[config.mk]
export PLATFORM = sky130hd
export DESIGN_NAME = i2c_slave_bus_ctrl
export DESIGN_NICKNAME = d
export VERILOG_FILES = /design/src/rtl/i2c_slave_bus_ctrl.sv
export SDC_FILE = /design/constraint.sdc
export NUM_CORES = 1
export LEC_CHECK = 0
export BUFFER_PORTS_ARGS = -buffer_cell sky130_fd_sc_hd__buf_2
export CAP_MARGIN = 15
export CORE_MARGIN = 2
export CORE_UTILIZATION = 30
export DETAILED_ROUTE_END_ITERATION = 8
export SLEW_MARGIN = 20
export SYNTH_ARGS = -nofsm -noshare
export SYNTH_HDL_FRONTEND = slang
export SYNTH_SLANG_ARGS = --single-unit
[constraint.sdc]
create_clock -name pclk -period 2.4 [get_ports pclk]
set_input_delay 0.72 -clock pclk [delete_from_list [all_inputs] [get_ports pclk]]
set_output_delay 0.72 -clock pclk [all_outputs]
set_load 0.01 [all_outputs]
[src/rtl/i2c_slave_bus_ctrl.sv]
// I2C slave protocol controller: synchronizes SCL/SDA, detects START/STOP, matches the address and sequences ACK/data phases.
// Optional feature macro: I2C_SLAVE_GENERAL_CALL_EN (also ACK the general-call address 7'h00 as a write).
module i2c_slave_bus_ctrl #(
    parameter logic [6:0] SLAVE_ADDR  = 7'h68,
    parameter int         SYNC_STAGES = 2
) (
    input  logic       pclk,
    input  logic       areset,
    input  logic       scl_i,
    input  logic       sda_i,
    output logic       sda_oe,
    output logic [7:0] rx_data,
    output logic       rx_valid,
    input  logic       rx_ready,
    output logic       tx_req,
    input  logic [7:0] tx_data,
    output logic       rw,
    output logic       busy,
    output logic       nack_err
);

    typedef enum logic [2:0] {
        S_IDLE,
        S_ADDR,
        S_ADDR_ACK,
        S_RX_BYTE,
        S_RX_ACK,
        S_TX_BYTE,
        S_TX_ACK,
        S_WAIT_STOP
    } state_t;

    logic [SYNC_STAGES-1:0] r_scl_sync;
    logic [SYNC_STAGES-1:0] r_sda_sync;
    logic                   r_scl_d;
    logic                   r_sda_d;

    state_t      r_state;
    logic [2:0]  r_bit_cnt;
    logic [7:0]  r_shift;
    logic        r_drive;
    logic        r_ack_on;
    logic [7:0]  r_rx_byte;
    logic        r_rx_pulse;
    logic        r_nack_pulse;
    logic        r_tx_req;
    logic        r_rw;
    logic        r_busy;

    logic        r_sda_oe;
    logic [7:0]  r_rx_data;
    logic        r_rx_valid;
    logic        r_nack_err;

    logic        w_scl;
    logic        w_sda;
    logic        w_scl_rise;
    logic        w_scl_fall;
    logic        w_start;
    logic        w_stop;
    logic [7:0]  w_byte;
    logic        w_last_bit;
    logic        w_addr_match;

    assign w_scl      = r_scl_sync[SYNC_STAGES-1];
    assign w_sda      = r_sda_sync[SYNC_STAGES-1];
    assign w_scl_rise = w_scl & ~r_scl_d;
    assign w_scl_fall = ~w_scl & r_scl_d;
    assign w_start    = w_scl & r_scl_d & r_sda_d & ~w_sda;
    assign w_stop     = w_scl & r_scl_d & ~r_sda_d & w_sda;
    assign w_byte     = {r_shift[6:0], w_sda};
    assign w_last_bit = (r_bit_cnt == 3'd7);

`ifdef I2C_SLAVE_GENERAL_CALL_EN
    assign w_addr_match = (w_byte[7:1] == SLAVE_ADDR) || (w_byte == 8'h00);
`else
    assign w_addr_match = (w_byte[7:1] == SLAVE_ADDR);
`endif

    // Synchronizers reset to the idle-bus level so reset itself never looks like a bus event.
    always_ff @(posedge pclk) begin
        if (areset) begin
            r_scl_sync <= '1;
            r_sda_sync <= '1;
            r_scl_d    <= 1'b1;
            r_sda_d    <= 1'b1;
        end else begin
            r_scl_sync <= {r_scl_sync[SYNC_STAGES-2:0], scl_i};
            r_sda_sync <= {r_sda_sync[SYNC_STAGES-2:0], sda_i};
            r_scl_d    <= w_scl;
            r_sda_d    <= w_sda;
        end
    end

    always_ff @(posedge pclk) begin
        if (areset) begin
            r_state      <= S_IDLE;
            r_bit_cnt    <= 3'd0;
            r_shift      <= 8'h00;
            r_drive      <= 1'b0;
            r_ack_on     <= 1'b0;
            r_rx_byte    <= 8'h00;
            r_rx_pulse   <= 1'b0;
            r_nack_pulse <= 1'b0;
            r_tx_req     <= 1'b0;
            r_rw         <= 1'b0;
            r_busy       <= 1'b0;
        end else begin
            r_rx_pulse   <= 1'b0;
            r_nack_pulse <= 1'b0;
            r_tx_req     <= 1'b0;
            if (w_start) begin
                r_state   <= S_ADDR;
                r_bit_cnt <= 3'd0;
                r_drive   <= 1'b0;
                r_ack_on  <= 1'b0;
                r_busy    <= 1'b1;
            end else if (w_stop) begin
                r_state   <= S_IDLE;
                r_bit_cnt <= 3'd0;
                r_drive   <= 1'b0;
                r_ack_on  <= 1'b0;
                r_busy    <= 1'b0;
            end else if (r_tx_req) begin
                // tx_data is valid in the tx_req cycle; the MSB is already on the pin via the output stage.
                r_shift <= tx_data;
                r_drive <= ~tx_data[7];
            end else begin
                case (r_state)
                    S_ADDR: begin
                        if (w_scl_rise) begin
                            r_shift   <= w_byte;
                            r_bit_cnt <= r_bit_cnt + 3'd1;
                            if (w_last_bit) begin
                                if (w_addr_match) begin
                                    r_state <= S_ADDR_ACK;
                                    r_rw    <= w_byte[0];
                                end else begin
                                    r_state <= S_WAIT_STOP;
                                end
                            end
                        end
                    end
                    S_ADDR_ACK, S_RX_ACK: begin
                        // First falling edge starts the ACK pull-down, the second one ends it.
                        if (w_scl_fall) begin
                            if (!r_ack_on) begin
                                r_drive  <= 1'b1;
                                r_ack_on <= 1'b1;
                            end else begin
                                r_drive   <= 1'b0;
                                r_ack_on  <= 1'b0;
                                r_bit_cnt <= 3'd0;
                                if ((r_state == S_ADDR_ACK) && r_rw) begin
                                    r_state  <= S_TX_BYTE;
                                    r_tx_req <= 1'b1;
                                end else begin
                                    r_state <= S_RX_BYTE;
                                end
                            end
                        end
                    end
                    S_RX_BYTE: begin
                        if (w_scl_rise) begin
                            r_shift   <= w_byte;
                            r_bit_cnt <= r_bit_cnt + 3'd1;
                            if (w_last_bit) begin
                                if (rx_ready) begin
                                    r_rx_byte  <= w_byte;
                                    r_rx_pulse <= 1'b1;
                                    r_state    <= S_RX_ACK;
                                end else begin
                                    r_nack_pulse <= 1'b1;
                                    r_state      <= S_WAIT_STOP;
                                end
                            end
                        end
                    end
                    S_TX_BYTE: begin
                        if (w_scl_fall) begin
                            if (w_last_bit) begin
                                r_drive   <= 1'b0;
                                r_bit_cnt <= 3'd0;
                                r_state   <= S_TX_ACK;
                            end else begin
                                r_drive   <= ~r_shift[6];
                                r_shift   <= {r_shift[6:0], 1'b0};
                                r_bit_cnt <= r_bit_cnt + 3'd1;
                            end
                        end
                    end
                    S_TX_ACK: begin
                        if (w_scl_rise) begin
                            if (!w_sda) begin
                                r_ack_on <= 1'b1;
                            end else begin
                                r_state <= S_WAIT_STOP;
                            end
                        end else if (w_scl_fall && r_ack_on) begin
                            r_ack_on  <= 1'b0;
                            r_tx_req  <= 1'b1;
                            r_bit_cnt <= 3'd0;
                            r_state   <= S_TX_BYTE;
                        end
                    end
                    default: begin
                        r_drive <= 1'b0;
                    end
                endcase
            end
        end
    end

    // Output stage: one register after the FSM reaction.
    always_ff @(posedge pclk) begin
        if (areset) begin
            r_sda_oe   <= 1'b0;
            r_rx_data  <= 8'h00;
            r_rx_valid <= 1'b0;
            r_nack_err <= 1'b0;
        end else begin
            r_sda_oe   <= r_tx_req ? ~tx_data[7] : r_drive;
            r_rx_valid <= r_rx_pulse;
            r_nack_err <= r_nack_pulse;
            if (r_rx_pulse) begin
                r_rx_data <= r_rx_byte;
            end
        end
    end

    assign sda_oe   = r_sda_oe;
    assign rx_data  = r_rx_data;
    assign rx_valid = r_rx_valid;
    assign nack_err = r_nack_err;
    assign tx_req   = r_tx_req;
    assign rw       = r_rw;
    assign busy     = r_busy;

endmodule

==> impl_results.md <==
* Post-Syn Area at 2080 um^2
* Primary FF master, synth: dfxtp_1
* Die ar. at 7630 um^2
* Tightest Pin Transition at 0.590 ns
* Reg2Reg Depth at 5
* Post-CTS setup buffers at 0
* RePlAce Congestion at 0.882
* Max cap viols at 0
* Dpl hpwl at 3100 um
* Share of cells above drive strength 1 at 23.2%
* Max Freq at 471 MHz
* Io pins at 27
* RSZ-0062 raised after global routing: false
* Critical path peak fanout at 14
* Crit start category: flop
* Syn_nets at 244
* Metal2 WL at 1920 um
* CTS tree: done
* Req. time, crit path at 2.59 ns
* Worst-path clk slew at 0.09 ns
* Detail Route Antenna Nets at 0
* Worst-skew pair later-pin latency at 0.30 ns
* Final hold vios at 0
* Final setup vio count at 0
* P per Cell Area at 726 nW/um^2
* Core area at 6760 um^2
* N_diodes at 0
* Clock Path Buffers at 2
* DR vias/cell at 5.03
* Clk pwr share at 27.7%
* Sw Ratio at 32.4%
* CTS resizes at 0
* Max layer used: met4
* Slew Limit Fails at 0
* Vias in the first global route at 1552
* Synth unique cells at 53
* Largest net degree at the start of global routing at 22
* Root buffer cell: clkbuf_8
* Initial Util at 30.8%
* Hold Crit Depth at 1
* Max-slew headroom at 60.4%
* WL final at 4310 um
* Final nets at 268
* First-pass DRT Iterations at 4
* Crit path DAT at 2.31 ns
* Worst setup EP type: flop
* DIE WIDTH at 87.3 um
* Initial antenna violation count at 0
* Post-synth EDFFs at 0
* Switching pwr at 0.000559 W
* LEAKAGE at 1.02 nW
* H-Tree Depth at 2
* DRC Markers at 0
* Die Span Y at 87.3 um
* TNS Setup at 0 ns
* Final cell count without fillers at 334
* Outcome: complete, no violations
* Rows at 30
* Hold crit path type: flop to flop
* Routed wl met3 at 211 um
* WL/cell at 12.9 um
* Placed instance count at 326
* Power share of the sequential group at 50.0%
* Met1 wire length at 2140 um
* P_int at 0.00117 W
* Post-Syn Instances at 229
* Peak supply drop at 0.428 mV
* # hold bufs at CTS at 0
* GRT overflow at 0
* Global-route wire length before repair at 7100 um
* DRT iter0 DRCs at 133
* Post-Route Utilization at 35.1%
* Combinational cell fraction of total power at 22.3%
* Final Critical Period at 2.12 ns
* Worst Skew at 0.00919 ns
* Fillers at 720
* Yosys warnings at 0
* #FFs+latches synth at 45
* Async SR Flop Fraction at 0%
* Post-synthesis sequential area ratio at 43.2%
* Port Buffers at 26
* Area grow syn2layout at 14.0%
* CTS Sinks at 45
* Total CTS buffers at 5
* Critical path class: flop to flop
* Syn Area/Cell at 9.10 um^2
* Via count at 1681
* Tcrit/Tclk final at 88.4%
* All-layer global routing usage at 11.4%
[flip-flops by register name, summed over array words and instances (netlist names), 2 cells and up]
register	count
r_shift	7
r_sda_sync	2
r_state	3
rx_data	8
r_bit_cnt	3
r_scl_sync	2
r_rx_byte	8
[synth_stat cells (3+ instances only)]
cell      instances  share of area [%]
dfxtp_1          45                 43
nor2_1           28                5.0
mux2i_1          18                8.6
or2_2            12                3.6
nand2_1          11                2.0
nand2b_1         11                3.3
clkbuf_1         10                1.8
a21oi_1           9                2.2
a22oi_1           6                2.2
o21ai_0           6                1.4
o22ai_1           6                1.8
nand3_1           5                1.2
nor3_1            5                1.2
inv_1             4               0.72
nor2b_1           4                1.2
nor3b_1           3                1.1
[final timing paths]
check	to	start	slack, ns
min	r_sda_sync[1]	r_sda_sync[0]	0.41
max reg2reg	r_state[0]	r_state[0]	0.28
max	r_state[0]	r_state[0]	0.28
min reg2reg	r_sda_sync[1]	r_sda_sync[0]	0.41
[power groups by stage]
stage,Sequential [W],Combinational [W],Clock (W)
finish,0.000863,0.000384,0.000478
global route,0.000876,0.000425,0.000524
CTS,0.000862,0.000381,0.000496
detailed placement,0.000878,0.000377,0
global placement,0.000880,0.000373,0
floorplan,0.000816,0.000366,0
[metal layers]
layer,track usage [%],vias to the layer above
met5,0,-
met4,2.94,0
met3,2.94,4
met2,17.5,44
met1,16.0,769
li1,-,864
[per-stage QoR]
stage                     hold slack (ns)  setup WS (ns)  power, W  area, um^2
after detailed placement            0.397          0.331   0.00125        2280
after CTS                           0.419          0.318   0.00174        2370
after global placement              0.391          0.387   0.00125        2280
after global routing                0.435          0.132   0.00182        2370
after floorplan                     0.389          0.559   0.00118        2080
final                               0.414          0.278   0.00173        2370
[cells by family (layout without fill, tap and decap cells)]
| kind of cell | count (synthesis) | in the layout | share of synthesized area [%] |
|---|---|---|---|
| muxes | 19 | 19 | 9.19 |
| AOI/OAI and AO/OA | 49 | 49 | 16.9 |
| adders and majority gates | 2 | 2 | 1.20 |
| DFF | 45 | 45 | 43.2 |
| buffers and inverters | 18 | 43 | 4.08 |
| xor gates and xnor gates | 2 | 2 | 0.841 |
| and+or+nand+nor | 94 | 94 | 24.5 |
[final cells by class]
cell class              count  area (um^2)  area share [%]
clock buffers               5         68.8            2.90
clock inverters             3         25.0            1.05
inverters                   4         15.0           0.632
multi-input cells         166         1100            46.2
flip-flops and latches     45          901            37.9
well taps                  80          100            4.21
repair buffers             31          168            7.06
[cell usage in the layout, fill, tap and decap left out, drive strengths merged, types with 3 or more instances in the layout]
master   n
o21ai    8
nand2   11
nor3     5
nor2b    4
clkbuf   5
o22ai    6
and2b    3
nor3b    3
buf     31
dfxtp   45
inv      5
a22oi    6
mux2i   18
nand3    6
a21oi   10
or2     12
nor2    28
nand2b  11
[worst max-delay path, stage by stage (launching register included)]
cell and delay, ns:
dfxtp_1 0.59, nor2b_1 0.34, a21oi_1 0.13, a2111oi_2 0.47, a21boi_1 0.15, mux2_1 0.33
(Power assumes the default switching activity.)
